===== config.mk =====
export PLATFORM = sky130hd
export DESIGN_NAME = instruction_fetch_flat
export DESIGN_NICKNAME = d
export VERILOG_FILES = /design/src/rtl/instruction_fetch_pkg.sv /design/src/rtl/instruction_fetch_if.sv /design/src/rtl/instruction_fetch_timeout_counter.sv /design/src/rtl/instruction_fetch.sv /design/src/flat_wrapper.sv
export SDC_FILE = /design/constraint.sdc
export NUM_CORES = 1
export LEC_CHECK = 0
export ABC_AREA = 1
export CORE_MARGIN = 10
export CORE_UTILIZATION = 35
export DETAILED_ROUTE_END_ITERATION = 16
export DONT_BUFFER_PORTS = 1
export PLACE_DENSITY = 0.48
export SYNTH_ARGS = -nofsm -noshare
export SYNTH_HDL_FRONTEND = slang
export SYNTH_HIERARCHICAL = 1
export SYNTH_SLANG_ARGS = --single-unit

===== constraint.sdc =====
create_clock -name clock -period 2.3 [get_ports clock]
set_input_delay 0.345 -clock clock [delete_from_list [all_inputs] [get_ports clock]]
set_output_delay 0.345 -clock clock [all_outputs]
set_load 0.1 [all_outputs]

===== src/rtl/instruction_fetch_pkg.sv =====
`default_nettype none
// ============================================================================
// Module      : instruction_fetch_pkg
// Description : Shared widths, defaults and state encoding for the fetch unit.
// Revision    : 1.0 - initial release
// ============================================================================
package instruction_fetch_pkg;

    localparam int                c_XLEN      = 16;
    localparam logic [c_XLEN-1:0] c_NOP_INSTR = 16'h0000;

    typedef enum logic [1:0] {
        ST_BUSY   = 2'd0,
        ST_SQUASH = 2'd1,
        ST_READY  = 2'd2,
        ST_FAULT  = 2'd3
    } fetch_state_t;

endpackage
`default_nettype wire


===== src/rtl/instruction_fetch_if.sv =====
`default_nettype none
// ============================================================================
// Module      : instruction_fetch_if
// Description : Instruction memory req/ack bus between fetch unit and memory.
// Revision    : 1.0 - initial release
// ============================================================================
interface instruction_fetch_if;
    import instruction_fetch_pkg::*;

    logic              imem_req;
    logic [c_XLEN-1:0] imem_addr;
    logic              imem_ack;
    logic [c_XLEN-1:0] imem_rdata;

    modport master (
        output imem_req,
        output imem_addr,
        input  imem_ack,
        input  imem_rdata
    );

    modport slave (
        input  imem_req,
        input  imem_addr,
        output imem_ack,
        output imem_rdata
    );

endinterface
`default_nettype wire


===== src/rtl/instruction_fetch_timeout_counter.sv =====
`default_nettype none
// ============================================================================
// Module      : fetch_timeout_counter
// Description : Counts stalled fetch cycles; flags the cycle that hits TIMEOUT.
// Revision    : 1.0 - initial release
// ============================================================================
module fetch_timeout_counter #(
    parameter int unsigned TIMEOUT = 255
) (
    input  wire logic clock,
    input  wire logic reset,
    input  wire logic i_clear,
    input  wire logic i_enable,
    output logic      o_expired
);

    localparam int unsigned    c_W     = (TIMEOUT > 1) ? $clog2(TIMEOUT) : 1;
    localparam logic [c_W-1:0] c_LIMIT = (TIMEOUT > 0) ? c_W'(TIMEOUT - 1) : '0;

    logic [c_W-1:0] r_count;

    // Expired fires on the stalled cycle whose increment would reach TIMEOUT.
    assign o_expired = (TIMEOUT != 0) && i_enable && (r_count == c_LIMIT);

    always_ff @(posedge clock) begin
        if (reset || i_clear) begin
            r_count <= '0;
        end else if (i_enable && !o_expired) begin
            r_count <= r_count + 1'b1;
        end
    end

endmodule
`default_nettype wire


===== src/rtl/instruction_fetch.sv =====
`default_nettype none
// ============================================================================
// Module      : instruction_fetch
// Description : Program counter, imem req/ack fetch, branch squash and timeout.
// Revision    : 1.0 - initial release
// ============================================================================
module instruction_fetch
    import instruction_fetch_pkg::*;
#(
    parameter logic [c_XLEN-1:0] RESET_PC  = 16'h0000,
    parameter logic [c_XLEN-1:0] NOP_INSTR = c_NOP_INSTR,
    parameter int unsigned       TIMEOUT   = 255
) (
    input  wire logic              clock,
    input  wire logic              reset,
    input  wire logic              program_counter_increment,
    input  wire logic              branch_valid,
    input  wire logic [c_XLEN-1:0] branch_target,
    instruction_fetch_if.master    imem,
    output logic [c_XLEN-1:0]      current_instruction,
    output logic                   instruction_valid,
    output logic [c_XLEN-1:0]      program_counter,
    output logic                   fetch_error
);

    fetch_state_t      r_state;
    logic [c_XLEN-1:0] r_pc;
    logic [c_XLEN-1:0] r_pending;
    logic              r_req;
    logic [c_XLEN-1:0] r_instr;
    logic              r_valid;
    logic              r_error;

    logic w_clear;
    logic w_enable;
    logic w_expired;

    assign imem.imem_req       = r_req;
    assign imem.imem_addr      = r_pc;
    assign current_instruction = r_instr;
    assign instruction_valid   = r_valid;
    assign program_counter     = r_pc;
    assign fetch_error         = r_error;

    // Timer restarts whenever a new fetch (or squash wait) begins.
    always_comb begin
        w_clear  = 1'b0;
        w_enable = 1'b0;
        case (r_state)
            ST_BUSY: begin
                w_clear  = imem.imem_ack || branch_valid;
                w_enable = !imem.imem_ack;
            end
            ST_SQUASH: begin
                w_clear  = imem.imem_ack;
                w_enable = !imem.imem_ack;
            end
            ST_READY: w_clear = 1'b1;
            default:  w_clear = 1'b0;
        endcase
    end

    fetch_timeout_counter #(
        .TIMEOUT (TIMEOUT)
    ) u_timeout (
        .clock     (clock),
        .reset     (reset),
        .i_clear   (w_clear),
        .i_enable  (w_enable),
        .o_expired (w_expired)
    );

    always_ff @(posedge clock) begin
        if (reset) begin
            r_state   <= ST_BUSY;
            r_pc      <= RESET_PC;
            r_pending <= RESET_PC;
            r_req     <= 1'b1;
            r_instr   <= NOP_INSTR;
            r_valid   <= 1'b0;
            r_error   <= 1'b0;
        end else begin
            case (r_state)
                ST_BUSY: begin
                    if (imem.imem_ack && branch_valid) begin
                        r_pc <= branch_target;
                    end else if (imem.imem_ack) begin
                        r_state <= ST_READY;
                        r_req   <= 1'b0;
                        r_instr <= imem.imem_rdata;
                        r_valid <= 1'b1;
                    end else if (w_expired) begin
                        r_state <= ST_FAULT;
                        r_req   <= 1'b0;
                        r_error <= 1'b1;
                    end else if (branch_valid) begin
                        r_state   <= ST_SQUASH;
                        r_pending <= branch_target;
                    end
                end
                ST_SQUASH: begin
                    // The in-flight word belongs to the old path and is dropped.
                    if (imem.imem_ack) begin
                        r_state <= ST_BUSY;
                        r_pc    <= branch_valid ? branch_target : r_pending;
                    end else if (w_expired) begin
                        r_state <= ST_FAULT;
                        r_req   <= 1'b0;
                        r_error <= 1'b1;
                    end else if (branch_valid) begin
                        r_pending <= branch_target;
                    end
                end
                ST_READY: begin
                    if (branch_valid) begin
                        r_state <= ST_BUSY;
                        r_pc    <= branch_target;
                        r_req   <= 1'b1;
                        r_instr <= NOP_INSTR;
                        r_valid <= 1'b0;
                    end else if (program_counter_increment) begin
                        r_state <= ST_BUSY;
                        r_pc    <= r_pc + 1'b1;
                        r_req   <= 1'b1;
                        r_instr <= NOP_INSTR;
                        r_valid <= 1'b0;
                    end
                end
                default: begin
                    r_req   <= 1'b0;
                    r_instr <= NOP_INSTR;
                    r_valid <= 1'b0;
                    r_error <= 1'b1;
                end
            endcase
        end
    end

endmodule
`default_nettype wire


===== src/flat_wrapper.sv =====
// flat-port wrapper written by rule: the top's interface ports become plain ports
module instruction_fetch_flat import instruction_fetch_pkg::*;
#(
    parameter logic [c_XLEN-1:0] RESET_PC  = 16'h0000,
    parameter logic [c_XLEN-1:0] NOP_INSTR = c_NOP_INSTR,
    parameter int unsigned       TIMEOUT   = 255
)
  (clock, reset, program_counter_increment, branch_valid, branch_target, current_instruction, instruction_valid, program_counter, fetch_error, imem_imem_req, imem_imem_addr, imem_imem_ack, imem_imem_rdata);
  instruction_fetch_if imem_i ();
  input  wire logic clock;
  input  wire logic reset;
  input  wire logic program_counter_increment;
  input  wire logic branch_valid;
  input  wire logic [c_XLEN-1:0] branch_target;
  output logic [c_XLEN-1:0] current_instruction;
  output logic instruction_valid;
  output logic [c_XLEN-1:0] program_counter;
  output logic fetch_error;
  output wire logic [$bits(imem_i.imem_req)-1:0] imem_imem_req;
  output wire logic [$bits(imem_i.imem_addr)-1:0] imem_imem_addr;
  input wire logic [$bits(imem_i.imem_ack)-1:0] imem_imem_ack;
  input wire logic [$bits(imem_i.imem_rdata)-1:0] imem_imem_rdata;
  assign imem_imem_req = imem_i.imem_req;
  assign imem_imem_addr = imem_i.imem_addr;
  assign imem_i.imem_ack = imem_imem_ack;
  assign imem_i.imem_rdata = imem_imem_rdata;
  instruction_fetch #(.RESET_PC(RESET_PC), .NOP_INSTR(NOP_INSTR), .TIMEOUT(TIMEOUT)) u_core (.clock(clock), .reset(reset), .program_counter_increment(program_counter_increment), .branch_valid(branch_valid), .branch_target(branch_target), .imem(imem_i), .current_instruction(current_instruction), .instruction_valid(instruction_valid), .program_counter(program_counter), .fetch_error(fetch_error));
endmodule

Word-level counts from Yosys, hierarchy flattened

Cells that the tools add are included.

Add/sub/neg operators: 2
Eq/ne operators: 11
Muxes and demuxes: 42
Bitwise gates (word level): 2
Reductions and logical operators: 17

Operators with widths:

| kind                                                | number |
|---|---|
| 2-to-1 mux 16 bit                                   | 12 |
| one-hot mux 16 bit (3 select lines)                 | 2 |
| one-hot mux 16 bit (2 select lines)                 | 1 |
| adder 16 x 1 -> 16 bit, second input constant       | 1 |
| 2-to-1 mux 2 bit                                    | 8 |
| 2-to-1 mux 1 bit                                    | 14 |
| one-hot mux 1 bit (3 select lines)                  | 4 |
| adder 8 x 1 -> 8 bit, second input constant         | 1 |
| equality test 8 bit, second input constant          | 1 |
| != test 2 bit, second input constant                | 4 |
| AND reduction 4 bit                                 | 2 |
| != test 3 bit, second input constant                | 2 |
| one-hot mux 2 bit (3 select lines)                  | 1 |
| AND reduction 5 bit                                 | 1 |
| != test 4 bit, second input constant                | 1 |
| AND reduction 2 bit                                 | 2 |
| logical AND 1 bit                                   | 3 |
| AND reduction 3 bit                                 | 1 |
| nonzero test 3 bit                                  | 1 |
| equality test 2 x 1 -> 1 bit, second input constant | 1 |
| equality test 2 bit, second input constant          | 1 |
| zero test 1 bit                                     | 2 |
| zero test 2 bit                                     | 1 |
| logical OR 1 bit                                    | 2 |
| other kinds (4)                                     | 5 |

Register bits: 61
Output and inout bits: 51
Logic and storage cells: 82

Logic depth before layout (Yosys ltp)

Gate-level depths: netlist (run 1).

Depth after elaboration: 8
Mapped depth: 14

Modules after synthesis

The synthesis (run 1) kept the hierarchy.

By module, submodules not included:

| module                | times used | cells an instance | area each (sq um) | seq. area each (sq um) |
|---|---|---|---|---|
| instruction_fetch     | 1          | 495               | 3,368.2           | 1,061.0 |
| fetch_timeout_counter | 1          | 70                | 481.7             | 160.2 |

Worst setup path before layout (run 1)

Ideal clock, no wire load.

Kind: reg-to-reg
From: reg u_core.r_pc[1], in the netlist u_core/imem.imem_addr[1]
To: reg u_core.r_pc[10], in the netlist u_core/imem.imem_addr[10]
Library setup time: 0.139 ns
Arrival time: 2.189 ns
Data required time: 2.161 ns
Setup slack: -0.028 ns
Stages on the path, launching flop included: 13
Period minus slack after synthesis: 2.328 ns
Path through: dfxtp_1 ha_1 nand3_2 inv_2 nand2_2 nor2_1 nand2_1 nand3_1 nand2_1 nand2_1 nand2_1 nand2_1 a21oi_2

Word-level cells in the longest chain between the ends: 4

Ends and longest elaborated chain:

| element                             | RTL line                 | source |
|---|---|---|
| from (decl)                         | instruction_fetch.sv:27  | `logic [c_XLEN-1:0] r_pc;` |
| from (signal assigned)              | instruction_fetch.sv:86  | `r_pc <= branch_target;` |
| from (signal assigned)              | instruction_fetch.sv:105 | `r_pc <= branch_valid ? branch_target : r_pending;` |
| from (signal assigned)              | instruction_fetch.sv:117 | `r_pc <= branch_target;` |
| adder 16 x 1 -> 16 bit              | instruction_fetch.sv:123 | `r_pc <= r_pc + 1'b1;` |
| 2-to-1 mux 16 bit                   | instruction_fetch.sv:121 | `end else if (program_counter_increment) begin` |
| 2-to-1 mux 16 bit                   | instruction_fetch.sv:115 | `if (branch_valid) begin` |
| one-hot mux 16 bit (3 select lines) | instruction_fetch.sv:83  | `case (r_state)` |

Every way passes these cells. The select of a mux whose other input is x is not followed.
A chain may end at the register's enable or synchronous reset.

Worst setup path in the final report (run 1)

From: reg u_core.r_state[1]
To: reg u_core.r_pc[2], in the netlist u_core/imem.imem_addr[2]

Word-level cells in the longest chain between the ends: 3

Ends and longest elaborated chain:

| element                                                | RTL line                | source |
|---|---|---|
| from (decl)                                            | instruction_fetch.sv:26 | `fetch_state_t r_state;` |
| from (signal assigned)                                 | instruction_fetch.sv:75 | `r_state <= ST_BUSY;` |
| from (signal assigned)                                 | instruction_fetch.sv:88 | `r_state <= ST_READY;` |
| from (signal assigned)                                 | instruction_fetch.sv:93 | `r_state <= ST_FAULT;` |
| equality test 2 bit (tied with other cells)            | instruction_fetch.sv:83 |  |
| != test 3 bit (no source line) (tied with other cells) | n/a                     |  |
| AND reduction 4 bit (no source line)                   | n/a                     |  |

Parallel ways exist; a longest one is shown, timed or not.

==> run_results.csv, run 1 <==
group,metric,value,unit
setup_path,crit_chain,"inv_1, ha_1, inv_2, nor2_2, inv_2, nand4_4, inv_2, o211ai_1, a21oi_1",
hold_path,hold_class,"primary input to register",
detailed_routing,drtPass1Iterations,4,
setup_path,arrival,2.36,ns
layout,antenna_cells,0,
clock_network,htreeDepth,3,
layout,fin_nets,620,
synth,yosysTopAreaCell,"dfxtp_1",
job,maxCapViolCount,0,
timing,rsz0062_at_grt,"false",
global_route,grt_max_degree,38,
global_route,antenna_found_initial,0,
setup_path,crit_top_cell,"inv_2",
setup_path,critPathTopFamily,"buffers and inverters",
synth,synth-simple-area-share,33.0,%
floorplan,core,10800,um2
global_route,grtUsageTotal,14.0,%
timing,finClkSkew,0.00806,ns
floorplan,chipHeight,125,um
layout,drive_gt1_share,22.5,%
synth,synth_top_area_share,31.7,%
setup_path,critPathMaxStageDelay,0.42,ns
clock_network,clk_latency,0.34,ns
detailed_routing,drt_iter0_drc,247,
clock_network,root_buffer,"clkbuf_8",
place,port_buffers,0,
place,hpwl,8.06,mm
setup_path,critPathKind,"register to register",
setup_path,critPathCaptureType,"register",
floorplan,die_x,125,um
setup_path,critPathMaxFanout,28,
detailed_routing,wl,11.1,mm
floorplan,die-area,15600,um2
setup_path,endpoint,"u_core/imem.imem_addr[2]",
clock_network,postCtsHoldBufs,0,
timing,slew_headroom,62.4,%
timing,hold_viol_final,0,
detailed_routing,vias,3584,
run_status,status,"finished clean",
global_route,grt-ovfl-total,0,
detailed_routing,detail_route.wl_per_cell,15.4,um
setup_path,rr_startpoint,"u_core/r_state[1]",
synth,synth.top_cells.by_area,"dfxtp_1 (32%), nand2_1 (17%), a21oi_1 (6.5%), buf_4 (4.5%), nand3_1 (4.4%)",
setup_path,reg2reg_slack,0.22,ns
synth,synthAdderAreaFrac,2.27,%
synth,yosysSeqAreaShare,31.7,%
timing,min_period,2.08,ns
setup_path,worstPathRequired,2.58,ns
synth,synth-xor-area-share,1.59,%
synth,yosysWarningCount,6,
floorplan,rows,38,
synth,synth.cell_area,3850,um2
global_route,grt_pass1_vias,3379,
global_route,grt_pass1_wl,18.1,mm
setup_path,path_buf_inv,4,
timing,setup-tns-final,0,ns
setup_path,worst-r2r-cell-count,9,
layout,syn_to_final_growth,9.33,%
synth,synthCells,565,
synth,post_synth.cell_area_avg,6.81,um2
clock_network,cts_buffers,9,
timing,max_slew.worst_pin.slew,0.565,ns
timing,maxSlewViolCount,0,
setup_path,start_kind,"register",
synth,synthMuxAreaShare,0,%
timing,fin_crit_sh,90.5,%
synth,synth_nets,609,
synth,synth_compound_area_share,18.7,%
clock_network,path_clk_slew,0.07,ns
synth,ys_ff_latch,61,
floorplan,ioPinCount,88,
synth,yosys.cell_types.count,37,
timing,hold_slack,0.0668,ns
clock_network,clkSinkCount,61,
clock_network,cts_tree,"built",
detailed_routing,drcViolationCount,0,
detailed_routing,postRouteAntennaNets,0,
setup_path,startpoint,"u_core/r_state[1]",
setup_path,r2r_end,"u_core/imem.imem_addr[2]",
detailed_routing,via_per_inst,4.97,
place,routabilityCongestion,0.788,
timing,setup_violations,0,
timing,max_freq,480,MHz
setup_path,cp_slowest_cell,"nand4_4",
floorplan,initial_core_util,35.7,%
clock_network,cts_buffer_depth,2,
synth,synth_top_family_by_area,"simple AND/OR/NAND/NOR gates",
setup_path,cp.depth,9,
[cells in the mapped netlist]
library cell	count
nor2_2	8
inv_4	2
buf_8	1
a21oi_2	9
a21oi_1	50
buf_4	23
nand3_2	4
a211oi_2	1
nand2_2	11
o21ai_0	31
clkbuf_8	5
a31oi_1	17
nand2_4	3
nor2_4	5
ha_1	7
o21ai_1	8
clkbuf_1	4
buf_6	2
inv_1	29
nand3_1	34
nand4_4	1
dfxtp_1	61
o21bai_2	1
xor2_1	1
o21bai_1	2
o21a_1	1
buf_2	6
nand2_1	170
nand4_1	5
dlygate4sd1_1	1
o21ai_4	1
inv_2	8
xnor2_1	6
o211ai_1	2
o211ai_2	1
buf_1	1
nor2_1	43
[state kept, by name, summed over array words and instances, names as in the netlist]
signal and flops:
u_core/r_state 2, u_core/u_timeout/r_count 8, u_core/current_instruction 16, u_core/fetch_error 1, u_core/imem.imem_addr 16, u_core/r_pending 16, u_core/instruction_valid 1, u_core/imem.imem_req 1
[metrics by stage]
stage | area [um2] | utilization (%) | cells | worst slack (ns)
6_report | 4210 | 39.0 | 721 | 0.218
3_5_place_dp | 4030 | 37.4 | 705 | 0.258
2_1_floorplan | 3850 | - | 565 | 0.149
3_3_place_gp | 4030 | 37.4 | 705 | 0.290
5_1_grt | 4210 | 39.0 | 721 | 0.00634
4_1_cts | 4210 | 39.0 | 721 | 0.232
[cell type report]
class	count	area, um2
Fill cell	1157	6580
Multi-Input combinational cell	422	2140
Sequential cell	61	1240
Timing Repair Buffer	43	323
Tap cell	140	175
Inverter	39	151
Clock buffer	9	124
Clock inverter	7	51.3
[timing repair]
action                     in CTS  in global routing
resized for setup               0                  1
buffers inserted                0                  0
setup endpoints to repair       0                  2
[cells in the final DEF (no fill, tap or decap), types with 6 or more instances in the layout]
| cell type | n |
|---|---|
| a21oi_1 | 50 |
| a21oi_2 | 9 |
| a31oi_1 | 17 |
| buf_4 | 43 |
| clkbuf_8 | 9 |
| dfxtp_1 | 45 |
| dfxtp_2 | 16 |
| ha_1 | 6 |
| inv_1 | 29 |
| inv_2 | 8 |
| nand2_1 | 170 |
| nand2_2 | 11 |
| nand3_1 | 34 |
| nor2_1 | 43 |
| nor2_2 | 8 |
| o21ai_0 | 31 |
| o21ai_1 | 8 |
| xnor2_1 | 6 |
[kinds of logic (layout without fill, tap and decap cells)]
group	after synthesis	count (layout)
XOR/XNOR	7	7
adder cells (fa/ha/maj)	7	7
AND/OR/NAND/NOR	284	284
flip-flops	61	61
buffers and inverters	82	98
AO/OA/AOI/OAI	124	124
[metal layers]
layer	global-route usage (%)	up-vias	routed length, um
met3	4.00	13	765
met5	0	-	0
met2	20.9	99	4850
li1	-	1859	-
met1	18.7	1613	5290
met4	4.81	0	196
[worst min-delay path by stage]
stage	startpoint	to	slack, ns	depth (start not counted)
CTS	reset	u_core/imem.imem_addr[10]	0.04	1
global placement	reset	u_core/imem.imem_addr[13]	0.42	1
floorplan	u_core/r_pending[0]	u_core/r_pending[0]	0.44	1
global route	reset	u_core/imem.imem_addr[10]	0.04	1
detailed placement	reset	u_core/imem.imem_addr[15]	0.42	1
finish	reset	u_core/fetch_error	0.07	1
Power of run 1 is not shown: default switching activity piles up to over one toggle a cycle in this logic, so the estimate is an artifact.
==> run 2: changes to the inputs <==
--- a/config.mk
+++ b/config.mk
@@ -15,3 +15,4 @@
 export SYNTH_HDL_FRONTEND = slang
 export SYNTH_HIERARCHICAL = 1
 export SYNTH_SLANG_ARGS = --single-unit
+export TNS_END_PERCENT = 100
==> results of run 2 <==
No change in the layout: final DEF, timing and power equal those of run 1.
Power of run 2 is left out for the same reason.
==> RTL change: new RTL, settings of run 1 <==
`TIMEOUT` is set to 255 in 3 places; all go to 510.
--- a/src/rtl/instruction_fetch_timeout_counter.sv
+++ b/src/rtl/instruction_fetch_timeout_counter.sv
@@ -6,5 +6,5 @@
 // ============================================================================
 module fetch_timeout_counter #(
-    parameter int unsigned TIMEOUT = 255
+    parameter int unsigned TIMEOUT = 510
 ) (
     input  wire logic clock,
--- a/src/rtl/instruction_fetch.sv
+++ b/src/rtl/instruction_fetch.sv
@@ -10,5 +10,5 @@
     parameter logic [c_XLEN-1:0] RESET_PC  = 16'h0000,
     parameter logic [c_XLEN-1:0] NOP_INSTR = c_NOP_INSTR,
-    parameter int unsigned       TIMEOUT   = 255
+    parameter int unsigned       TIMEOUT   = 510
 ) (
     input  wire logic              clock,
--- a/src/flat_wrapper.sv
+++ b/src/flat_wrapper.sv
@@ -4,5 +4,5 @@
     parameter logic [c_XLEN-1:0] RESET_PC  = 16'h0000,
     parameter logic [c_XLEN-1:0] NOP_INSTR = c_NOP_INSTR,
-    parameter int unsigned       TIMEOUT   = 255
+    parameter int unsigned       TIMEOUT   = 510
 )
   (clock, reset, program_counter_increment, branch_valid, branch_target, current_instruction, instruction_valid, program_counter, fetch_error, imem_imem_req, imem_imem_addr, imem_imem_ack, imem_imem_rdata);
Behaviour: no difference found for any inputs over 4 cycles, from zero or initial values and one cycle with reset high; that may be too few to reach the edited logic, so the function may still have changed.
==> RTL change against run 1 <==
- final cell count rose by 1.9%
- sequential cell count rose by 1
- critical path type unchanged
- area after synthesis rose by 1.1%
- clock skew rose by 3.2 ps
- non-clock buffer count increased by 5
- cell area is 2.3% higher
- setup slack better by 82 ps
- wire length shrank 1.6%
- synthesized cell count increased by 1.9%
Power is left out: the tool's default activity adds up to more than one toggle a clock period on the data nets, which glitch-free logic cannot reach.
==> RTL change: results (changes against run 1) <==
[clock_tree]
clock_latency_ps = 360  ; +20 ps

[setup_path]
crit_slowest_cell = dfxtp_1
critPathMaxStageDelay_ps = 350  ; -70 ps

[synthesis]
ys_seq_elements = 62  ; +1.6%
yosysSeqAreaShare = 0.319  ; +0.00178
synth.area.top_cells = dfxtp_1 32%, nand2_1 17%, a21oi_1 6.7%, nand3_1 5.1%, buf_4 4.6%
synth_cell_types = 38  ; +2.7%
yosys-top-cells-count = 177 x nand2_1, 62 x dfxtp_1, 52 x a21oi_1
syn_nets = 620  ; +1.8%

[layout]
nNetsFinal = 634  ; +2.3%
drive_gt1_frac = 0.217  ; -0.00867
nonClkBufAreaFrac = 0.0836  ; +0.00695
clock_area_frac = 0.0502  ; +0.00863
n_all_buffers = 48  ; +12%
fill_cells = 1144  ; -1.1%
multiInputGateArea_um2 = 2140  ; -0.23%
inv_count = 41  ; +5.1%

[place]
hpwl_um = 8100  ; +0.54%

[grt]
grt_util_met1 = 0.150  ; -0.0369
use_met2 = 0.230  ; +0.0211
met3_usage = 0.0634  ; +0.0234

[sta]
worst_slew_pin_slew_ps = 562  ; -2.88 ps
finalClockSkew_ps = 11.2  ; +3.19 ps

[detailed_routing]
totalWireLength_um = 10900  ; -1.6%
drt_iter0_markers = 158  ; -36%

[run_status]
status = finished clean

-- RTL change: cells by family (layout without fill, tap and decap cells) --
| group | count (synthesis) | count (layout) | share of synthesized area |
|---|---|---|---|
| compound gates | 125 | 125 | 0.187 |
| xor+xnor | 5 | 5 | 0.0113 |
| fa+ha+maj | 7 | 7 | 0.0225 |
| buf+inv | 86 | 105 | 0.132 |
| flops | 62 | 62 | 0.319 |
| simple gates | 291 | 291 | 0.329 |
-- RTL change: through the flow --
step	area, µm²	worst slack [ps]	hold slack, ps	std cells
detailed placement	4090	304	416	719
floorplan	3890	149	435	576
CTS	4310	279	19.2	735
global route	4310	46.6	14.0	735
global placement	4090	377	414	719
finish	4310	300	53.2	735
-- RTL change: path summary, 6_finish.rpt --
kind / endpoint / slack (ps) / cells after the start
setup / recovery: u_core/r_pending[15] / 300 / 12
hold / removal: u_core/imem.imem_addr[3] / 50 / 1
setup reg to reg: u_core/r_pending[15] / 300 / 12
hold reg to reg: u_core/current_instruction[1] / 460 / 2
